===== src/rtl/proyecto_v2_fir_pkg.sv =====
// Shared constants, engine state encoding and the output saturation helper
// for the proyecto_v2 sixteen-tap FIR filter.
package proyecto_v2_fir_pkg;

    localparam int DATA_W     = 12;
    localparam int COEF_W     = 12;
    localparam int PROD_W     = 24;
    localparam int ACC_W      = 28;
    localparam int OUT_W      = 16;

    localparam int TAPS       = 16;
    localparam int FIFO_DEPTH = 16;
    localparam int SHIFT      = 11;
    localparam int TAP_IDX_W  = $clog2(TAPS);

    // Engine state encoding, kept as plain constants for legacy tools
    typedef logic [1:0] engState_t;
    localparam engState_t ENG_IDLE = 2'd0;
    localparam engState_t ENG_MAC  = 2'd1;
    localparam engState_t ENG_DONE = 2'd2;

    localparam logic signed [OUT_W-1:0] SAT_MAX = 16'sh7FFF;
    localparam logic signed [OUT_W-1:0] SAT_MIN = 16'sh8000;

    // Scales the Q1.11-weighted accumulator back to sample units (floor)
    // and clamps it into the 16-bit output range.
    function automatic logic signed [OUT_W-1:0] scaleAndSaturate(
        input logic signed [ACC_W-1:0] acc
    );
        logic signed [ACC_W-1:0] shifted;
        logic signed [ACC_W-1:0] maxExt;
        logic signed [ACC_W-1:0] minExt;
        shifted = acc >>> SHIFT;
        maxExt  = {{(ACC_W-OUT_W){SAT_MAX[OUT_W-1]}}, SAT_MAX};
        minExt  = {{(ACC_W-OUT_W){SAT_MIN[OUT_W-1]}}, SAT_MIN};
        if (shifted > maxExt) begin
            return SAT_MAX;
        end else if (shifted < minExt) begin
            return SAT_MIN;
        end else begin
            return shifted[OUT_W-1:0];
        end
    endfunction

endpackage


===== src/rtl/proyecto_v2_fir_sync_fifo.sv =====
// Synchronous FIFO with registered full flag. Writes while full are dropped,
// pops while empty are ignored, and a push and pop on one edge both happen.
module sync_fifo #(
    parameter int WIDTH = 12,
    parameter int DEPTH = 16
) (
    input  logic             clk,
    input  logic             rst_n,
    input  logic             push_i,
    input  logic             pop_i,
    input  logic [WIDTH-1:0] wdata_i,
    output logic [WIDTH-1:0] rdata_o,
    output logic             full_o,
    output logic             empty_o
);

    localparam int PTR_W = $clog2(DEPTH);
    localparam int CNT_W = PTR_W + 1;

    logic [WIDTH-1:0] mem_q [DEPTH];
    logic [PTR_W-1:0] wrPtr_q, wrPtr_d;
    logic [PTR_W-1:0] rdPtr_q, rdPtr_d;
    logic [CNT_W-1:0] count_q, count_d;
    logic             full_q, full_d;
    logic             doPush, doPop;

    assign doPush  = push_i & ~full_q;
    assign doPop   = pop_i & (count_q != '0);
    assign rdata_o = mem_q[rdPtr_q];
    assign full_o  = full_q;
    assign empty_o = (count_q == '0);

    // Next pointers wrap explicitly so non-power-of-two depths also work
    always_comb begin
        wrPtr_d = wrPtr_q;
        rdPtr_d = rdPtr_q;
        if (doPush) begin
            wrPtr_d = (wrPtr_q == PTR_W'(DEPTH - 1)) ? '0 : wrPtr_q + 1'b1;
        end
        if (doPop) begin
            rdPtr_d = (rdPtr_q == PTR_W'(DEPTH - 1)) ? '0 : rdPtr_q + 1'b1;
        end
        count_d = count_q + CNT_W'(doPush) - CNT_W'(doPop);
        full_d  = (count_d == CNT_W'(DEPTH));
    end

    // Storage, pointers, occupancy and the full flag all move on one edge
    always_ff @(posedge clk or negedge rst_n) begin
        if (!rst_n) begin
            for (int i = 0; i < DEPTH; i++) begin
                mem_q[i] <= '0;
            end
            wrPtr_q <= '0;
            rdPtr_q <= '0;
            count_q <= '0;
            full_q  <= 1'b0;
        end else begin
            if (doPush) begin
                mem_q[wrPtr_q] <= wdata_i;
            end
            wrPtr_q <= wrPtr_d;
            rdPtr_q <= rdPtr_d;
            count_q <= count_d;
            full_q  <= full_d;
        end
    end

endmodule


===== src/rtl/proyecto_v2_fir.sv =====
// Board-level top of proyecto_v2: sixteen-tap signed FIR filter with
// push-button coefficient loading, an input sample FIFO and a sequential
// multiply-accumulate engine that processes one sample every 18 cycles.
module proyecto_v2_fir
    import proyecto_v2_fir_pkg::*;
(
    input  logic              clk,
    input  logic              rst,
    input  logic [DATA_W-1:0] data_in,
    input  logic [COEF_W-1:0] coef_in,
    input  logic              pulsador_carga_coef_i,
    input  logic              send_i,
    input  logic              cambio_coef_i,
    output logic [OUT_W-1:0]  dato_out,
    output logic              led_full
);

    logic                        loadPrev_q, sendPrev_q, cambioPrev_q;
    logic                        loadRise, sendRise, cambioRise;

    logic                        loadMode_q, loadMode_d;
    logic [TAP_IDX_W-1:0]        coefIdx_q, coefIdx_d;
    logic [TAP_IDX_W-1:0]        wrIdx;
    logic                        coefWe;
    logic signed [COEF_W-1:0]    coef_q [TAPS];

    logic signed [DATA_W-1:0]    x_q [TAPS];
    logic signed [ACC_W-1:0]     acc_q;
    logic [TAP_IDX_W-1:0]        k_q;
    engState_t                   state_q;
    logic signed [OUT_W-1:0]     datoOut_q;
    logic signed [PROD_W-1:0]    product;

    logic                        popReq;
    logic [DATA_W-1:0]           fifoRdata;
    logic                        fifoFull, fifoEmpty;

    assign loadRise   = pulsador_carga_coef_i & ~loadPrev_q;
    assign sendRise   = send_i & ~sendPrev_q;
    assign cambioRise = cambio_coef_i & ~cambioPrev_q;

    assign popReq   = (state_q == ENG_IDLE) & ~fifoEmpty & ~loadMode_q;
    assign product  = x_q[k_q] * coef_q[k_q];
    assign dato_out = datoOut_q;
    assign led_full = fifoFull;

    sync_fifo #(
        .WIDTH (DATA_W),
        .DEPTH (FIFO_DEPTH)
    ) u_fifo (
        .clk     (clk),
        .rst_n   (rst),
        .push_i  (sendRise),
        .pop_i   (popReq),
        .wdata_i (data_in),
        .rdata_o (fifoRdata),
        .full_o  (fifoFull),
        .empty_o (fifoEmpty)
    );

    // Remember last sampled strobe levels so a held button acts only once
    always_ff @(posedge clk or negedge rst) begin
        if (!rst) begin
            loadPrev_q   <= 1'b0;
            sendPrev_q   <= 1'b0;
            cambioPrev_q <= 1'b0;
        end else begin
            loadPrev_q   <= pulsador_carga_coef_i;
            sendPrev_q   <= send_i;
            cambioPrev_q <= cambio_coef_i;
        end
    end

    // Load-mode control: a load press restarts at slot 0 even on the same
    // edge as a write, and the write into the last slot leaves load mode
    always_comb begin
        loadMode_d = loadMode_q;
        coefIdx_d  = coefIdx_q;
        coefWe     = 1'b0;
        wrIdx      = loadRise ? '0 : coefIdx_q;
        if (loadRise) begin
            loadMode_d = 1'b1;
            coefIdx_d  = '0;
        end
        if (cambioRise && (loadMode_q || loadRise)) begin
            coefWe = 1'b1;
            if (wrIdx == TAP_IDX_W'(TAPS - 1)) begin
                loadMode_d = 1'b0;
                coefIdx_d  = '0;
            end else begin
                coefIdx_d = wrIdx + 1'b1;
            end
        end
    end

    // Load-mode flag, slot index and the coefficient RAM itself
    always_ff @(posedge clk or negedge rst) begin
        if (!rst) begin
            loadMode_q <= 1'b0;
            coefIdx_q  <= '0;
            for (int i = 0; i < TAPS; i++) begin
                coef_q[i] <= '0;
            end
        end else begin
            loadMode_q <= loadMode_d;
            coefIdx_q  <= coefIdx_d;
            if (coefWe) begin
                coef_q[wrIdx] <= coef_in;
            end
        end
    end

    // Engine: pop and shift in a sample, accumulate 16 products, then
    // publish the scaled and clamped result and return to idle
    always_ff @(posedge clk or negedge rst) begin
        if (!rst) begin
            state_q   <= ENG_IDLE;
            k_q       <= '0;
            acc_q     <= '0;
            datoOut_q <= '0;
            for (int i = 0; i < TAPS; i++) begin
                x_q[i] <= '0;
            end
        end else begin
            case (state_q)
                ENG_IDLE: begin
                    if (popReq) begin
                        for (int i = TAPS - 1; i > 0; i--) begin
                            x_q[i] <= x_q[i-1];
                        end
                        x_q[0]  <= fifoRdata;
                        acc_q   <= '0;
                        k_q     <= '0;
                        state_q <= ENG_MAC;
                    end
                end
                ENG_MAC: begin
                    acc_q <= acc_q + {{(ACC_W-PROD_W){product[PROD_W-1]}}, product};
                    if (k_q == TAP_IDX_W'(TAPS - 1)) begin
                        state_q <= ENG_DONE;
                    end else begin
                        k_q <= k_q + 1'b1;
                    end
                end
                ENG_DONE: begin
                    datoOut_q <= scaleAndSaturate(acc_q);
                    state_q   <= ENG_IDLE;
                end
                default: begin
                    state_q <= ENG_IDLE;
                end
            endcase
        end
    end

endmodule


===== config.mk =====
export PLATFORM = sky130hd
export DESIGN_NAME = proyecto_v2_fir
export DESIGN_NICKNAME = d
export VERILOG_FILES = /design/src/rtl/proyecto_v2_fir_pkg.sv /design/src/rtl/proyecto_v2_fir_sync_fifo.sv /design/src/rtl/proyecto_v2_fir.sv
export SDC_FILE = /design/constraint.sdc
export NUM_CORES = 2
export LEC_CHECK = 0
export BUFFER_PORTS_ARGS = -buffer_cell sky130_fd_sc_hd__buf_2
export CAP_MARGIN = 15
export CORE_ASPECT_RATIO = 2
export CORE_MARGIN = 2
export CORE_UTILIZATION = 50
export DETAILED_ROUTE_END_ITERATION = 8
export PLACE_DENSITY = 0.64
export SYNTH_ARGS = -nofsm -noshare
export SYNTH_HDL_FRONTEND = slang
export SYNTH_SLANG_ARGS = --single-unit

===== constraint.sdc =====
create_clock -name clk -period 12.65 [get_ports clk]
set_input_delay 3.1625 -clock clk [delete_from_list [all_inputs] [get_ports clk]]
set_output_delay 3.1625 -clock clk [all_outputs]
set_load 0.05 [all_outputs]

# ---- Word level (Yosys, flattened, before mapping)
# Cells that the tools add are included.
dict set report word_totals {
  regBits 648
  out_inout_bits 17
  in_bits 29
  word_cells 150
}
dict set report classes {
  eq_ne 10
  n_mux 34
  add_sub_neg 7
  magnitude_cmp 8
  bitwise_logic 17
  mul 1
  n_reduce_logical 12
}
# operator count
set op_table {}
lappend op_table {{192-bit bitwise mux} 2}
lappend op_table {{12-bit binary-select mux with 4-bit select} 3}
lappend op_table {{12-bit demux with 4-bit select} 2}
lappend op_table {{12-bit 2-to-1 mux} 8}
lappend op_table {{28-bit case mux with 2 select lines} 1}
lappend op_table {{16-bit 2-to-1 mux} 2}
lappend op_table {{28-bit adder} 1}
lappend op_table {{28-bit 2-to-1 mux} 1}
lappend op_table {{4-bit 2-to-1 mux} 7}
lappend op_table {{12-bit by 12-bit multiplier with 24-bit output} 1}
lappend op_table {{5-bit >= comparator (second input constant)} 4}
lappend op_table {{4-bit inverter with 5-bit output} 4}
lappend op_table {{17-bit by 16-bit > comparator with 1-bit output (second input constant)} 1}
lappend op_table {{17-bit by 16-bit less-than comparator with 1-bit output (second input constant)} 1}
lappend op_table {{4-bit by 1-bit adder with 4-bit output (second input constant)} 4}
lappend op_table {{4-bit == test (second input constant)} 4}
lappend op_table {{5-bit by 1-bit less-than comparator with 1-bit output (second input constant)} 2}
lappend op_table {{4-bit case mux with 2 select lines} 1}
lappend op_table {{1-bit bitwise AND} 7}
lappend op_table {{1-bit inverter} 6}
lappend op_table {{2-bit AND reduction} 3}
lappend op_table {{5-bit by 1-bit adder with 5-bit output} 1}
lappend op_table {{5-bit == test (second input constant)} 1}
lappend op_table {{5-bit logical NOT} 1}
lappend op_table {{14 further kinds} 21}

# ---- Longest topological paths before layout
dict set report logic_depth {
  word_depth 9
  ltp_mapped 41
  depth_no_buf 37
}

# ---- Hierarchy
# A second synthesis with hierarchy kept.
dict set report hier_totals {
  hier_cells 3098
  hier_area_um2 36246.0
}
# mod area_each_um2 instances cells_each
set by_module_without_submodules {}
lappend by_module_without_submodules {proyecto_v2_fir 26492.9 1 2440}
lappend by_module_without_submodules {sync_fifo 9753.1 1 658}

# ---- Worst setup path after synthesis
# OpenSTA, ideal clock, no wires.
dict set report synth_path {
  path_type {flip-flop to flip-flop}
  start {reg k_q[1]}
  end {reg acc_q[27]}
  path_stages_with_launch 32
  arrival_time_ps 7872
  slack_ps 4699
  setup_time_ps 79
  path_cell_list {dfrtp_1 -> clkbuf_1 -> buf_2 -> clkbuf_1 -> mux4_2 -> a22oi_1 -> nand2_1 -> inv_2 -> nor2_1 -> fa_1 -> fa_1 -> fa_1 -> fa_1 -> inv_1 -> fa_1 -> inv_1 -> ha_1 -> a21o_1 -> a211o_1 -> or2_2 -> a31oi_1 -> xnor2_1 -> ha_1 -> nand4_1 -> nor3_1 -> o211ai_2 -> o211ai_2 -> o211ai_2 -> o22ai_2 -> o221ai_2 -> mux2i_1 -> mux2i_1}
}
dict set report synth_between {
  elab_chain_cells 7
  elab_cells_between_ends 10
  cone_classes {add/sub: 1; mul: 1; mux: 7; bitwise: 1}
}
# element line_no
set synth_lines {}
lappend synth_lines {{start, declared} proyecto_v2_fir.sv:29} ;# logic [TAP_IDX_W-1:0] k_q;
lappend synth_lines {{start signal, assigned} proyecto_v2_fir.sv:142} ;# k_q <= k_q + 1'b1;
lappend synth_lines {{4-bit inverter with 5-bit output (not written as such) (*)} proyecto_v2_fir.sv:43} ;# assign product = x_q[k_q] * coef_q[k_q];
lappend synth_lines {{12-bit binary-select mux with 4-bit select} proyecto_v2_fir.sv:43}
lappend synth_lines {{12-bit 2-to-1 mux (not written as such) (2 in a row)} proyecto_v2_fir.sv:43}
lappend synth_lines {{12-bit by 12-bit multiplier with 24-bit output (*)} proyecto_v2_fir.sv:43}
lappend synth_lines {{28-bit adder (*)} proyecto_v2_fir.sv:138} ;# acc_q <= acc_q + {{(ACC_W-PROD_W){product[PROD_W-1]}}, product};
lappend synth_lines {{28-bit case mux with 2 select lines (*)} proyecto_v2_fir.sv:125} ;# case (state_q)
lappend synth_lines {{end signal, assigned} proyecto_v2_fir.sv:138}
lappend synth_lines {{end, declared} proyecto_v2_fir.sv:28} ;# logic signed [ACC_W-1:0] acc_q;
# Mark *: on every way between the ends. The rest lies on a longest branch, timed or not. The select of a mux whose other input is x is not followed.
# A chain may end at the register's enable or synchronous reset.

# ---- Worst setup path after layout
dict set report layout_path {
  start {reg k_q[2]}
  end {reg acc_q[26]}
}
# The elaborated chain is that of the path after synthesis.

==> summary.txt <==
status -> complete, no violations
RSZ-0062 raised after global routing -> false
Post-Syn Area -> 0.03597 mm^2
gpl congestion -> 0.8530
Die W -> 193.7 um
R2R Path Start -> k_q[2]$_DFFE_PN0P_
Inserted Clock Buffers -> 57
placed cell area -> 0.03682 mm^2
Detail Route Antenna Nets -> 0
Syn Area/Cell -> 11.21 um^2
area leader, netlist -> dfrtp_1
CTS Buffer Depth -> 3
Die ar. -> 0.07424 mm^2
Post-Syn Instances -> 3208
Nets -> 3404
Via Count -> 23615
Async SR Flop Fraction -> 100.0%
worst-skew pair later-pin latency -> 660 ps
most frequent cells in the layout -> nand2_1, dfrtp_1, mux2_2
CP required -> 13150 ps
Post-CTS Setup Bufs -> 0
Worst Hold Class -> flop to flop
area of all placed cells without fillers -> 0.03888 mm^2
1st-iter DRT viols -> 1064
syn nets -> 3471
Top FF cell, synth -> dfrtp_1
Reg2Reg Depth -> 31
CTS resizes -> 0
DP HPWL -> 61050 um
synthesized flop and latch total -> 648
Hold WS -> 472.1 ps
distinct cell type count after synthesis -> 66
Min-Delay Startpoint -> x_q[5]$_DFFE_PN0P_
Yosys top cell area share -> 45.08%
final worst path period need -> 9580 ps
global route overflow -> 0
Clock Root Buffer -> clkbuf_16
crit path buf inv count -> 6
f_max -> 0.1044 GHz
PortBufs -> 45
Max Cap Viol -> 0
largest net degree at the start of global routing -> 178
setup slack, reg-to-reg -> 3070 ps
Core Footprint -> 0.07148 mm^2
Vias/cell -> 5.751
R2R Path End -> acc_q[26]$_DFFE_PN0P_
Finish-stage setup viols -> 0
Yosys warning count -> 0
Hold-fix buffers, CTS -> 0
Worst Path Arrival -> 10080 ps
Worst path max stage delay -> 750 ps
drt total wl -> 89260 um
vias in the first global route -> 25661
share of cells above drive strength 1 -> 23.02%
relative slew slack -> 17.23%
Die H -> 383.3 um
H-tree Lvls -> 2
antenna violations before repair -> 2
Crit Path Category -> flop to flop
clock slew at reported path FFs -> 80 ps
Setup crit end kind -> flop
row cnt -> 139
Setup Skew -> 43.58 ps
worst slew pin tran -> 1238 ps
final hold vios -> 0
Post-synth EDFFs -> 0
critical path's slowest cell -> o31ai_1
TritonCTS clock tree -> built
sum of negative setup slack -> 0 ps
first-pass GRT wire length -> 142000 um
top cells by area, synth -> dfrtp_1, mux2_2, nand2_1
hold endpoint -> x_q[5]$_DFFE_PN0P_
commonest non-fill, non-tap cell in the layout -> nand2_1
num ports -> 46
Startpoint Class -> flop
first drt pass iteration count -> 7
Pins Over Slew Limit -> 0
# DRC -> 0
routed length per instance -> 21.74 um
starting density of the core -> 50.33%
all-layer global routing usage -> 24.46%
P&R area growth vs syn -> 8.079%
WHS Path Cells -> 2
CP top delay family -> adder cells
Final Cycle Share -> 75.73%
register area share after synthesis -> 45.08%
critical path fanouts, max -> 38
CTS sink count -> 648
worst reg2reg max path, delay by kind of cell, from the launching register on:
family                   cells  cell delay, ps
AO/OA/AOI/OAI               10            2810
XOR/XNOR                     2             290
adder cells (fa/ha/maj)      7            3120
buffers and inverters        6            1070
flip-flops                   1             530
AND/OR/NAND/NOR              6            1600
metal layers:
layer | global-route usage [%] | vias up | part of all wire, %
li1 | - | 10651 | -
met4 | 12.88 | 2 | 5.6
met1 | 26.01 | 12183 | 36
met3 | 2.809 | 239 | 3.3
met2 | 46.96 | 540 | 55
met5 | 0 | - | 0.015
registers in the layout, indices dropped and copies added, names as in the netlist:
| name | count |
|---|---|
| acc_q | 28 |
| cambioPrev_q | 1 |
| coefIdx_q | 4 |
| coef_q | 192 |
| dato_out | 16 |
| k_q | 4 |
| loadMode_q | 1 |
| loadPrev_q | 1 |
| sendPrev_q | 1 |
| state_q | 2 |
| u_fifo.count_q | 5 |
| u_fifo.full_o | 1 |
| u_fifo.mem_q | 192 |
| u_fifo.rdPtr_q | 4 |
| u_fifo.wrPtr_q | 4 |
| x_q | 192 |
cell usage after synthesis (all sizes together), types with 5 or more instances:
cell type and count:
o21ai 124, a21o 14, dfrtp 648, buf 83, and2 46, a211oi 7, a22oi 24, o21a 7
nand2 773, ha 94, a21oi 60, mux2 409, nand3 49, xnor2 31, nor2b 8, clkbuf 114
fa 140, and3 6, nor3 11, o211ai 5, mux4 108, inv 202, nand2b 15, mux2i 76
xor2 22, nor2 59, a221oi 25
logic make-up (layout without fill, tap and decap cells):
| logic type | after synthesis | after routing | synth area share, % |
|---|---|---|---|
| muxes | 593 | 593 | 21.68 |
| AOI/OAI and AO/OA | 293 | 293 | 5.158 |
| other | 0 | 1 | 0 |
| adders and majority gates | 234 | 234 | 11.06 |
| DFF | 648 | 648 | 45.08 |
| buffers and inverters | 399 | 380 | 4.438 |
| xor gates and xnor gates | 54 | 54 | 1.353 |
| and+or+nand+nor | 987 | 987 | 11.24 |
through the flow:
stage	std cells	setup WS, ps	utilization, %
2_1_floorplan	3208	4699	-
3_3_place_gp	3996	3337	51.50
3_5_place_dp	3997	3126	51.51
4_1_cts	4104	3098	54.38
5_1_grt	4105	2510	54.39
6_report	4106	3070	54.39
area by class of cell:
class                      count  area (um^2)
timing repair buffer          71        471.7
tap                          916         1146
fill                        6059        32600
multi-input combinational   2161        18220
sequential                   648        16230
clock buffer                  78         1657
antenna                        1        2.502
clock inverter                29        392.9
inverter                     202        763.2
worst max path at each step:
stage	startpoint	to	slack (ps)	cells past startpoint
floorplan	k_q[1]$_DFFE_PN0P_	acc_q[27]$_DFFE_PN0P_	4700	31
global placement	k_q[0]$_DFFE_PN0P_	acc_q[26]$_DFFE_PN0P_	3340	27
detailed placement	k_q[0]$_DFFE_PN0P_	acc_q[26]$_DFFE_PN0P_	3130	30
CTS	k_q[0]$_DFFE_PN0P_	acc_q[26]$_DFFE_PN0P_	3100	30
global route	k_q[0]$_DFFE_PN0P_	acc_q[26]$_DFFE_PN0P_	2510	30
finish	k_q[2]$_DFFE_PN0P_	acc_q[26]$_DFFE_PN0P_	3070	31
Power is not shown: default switching activity piles up to over one toggle a cycle in this logic, so the estimate is an artifact.
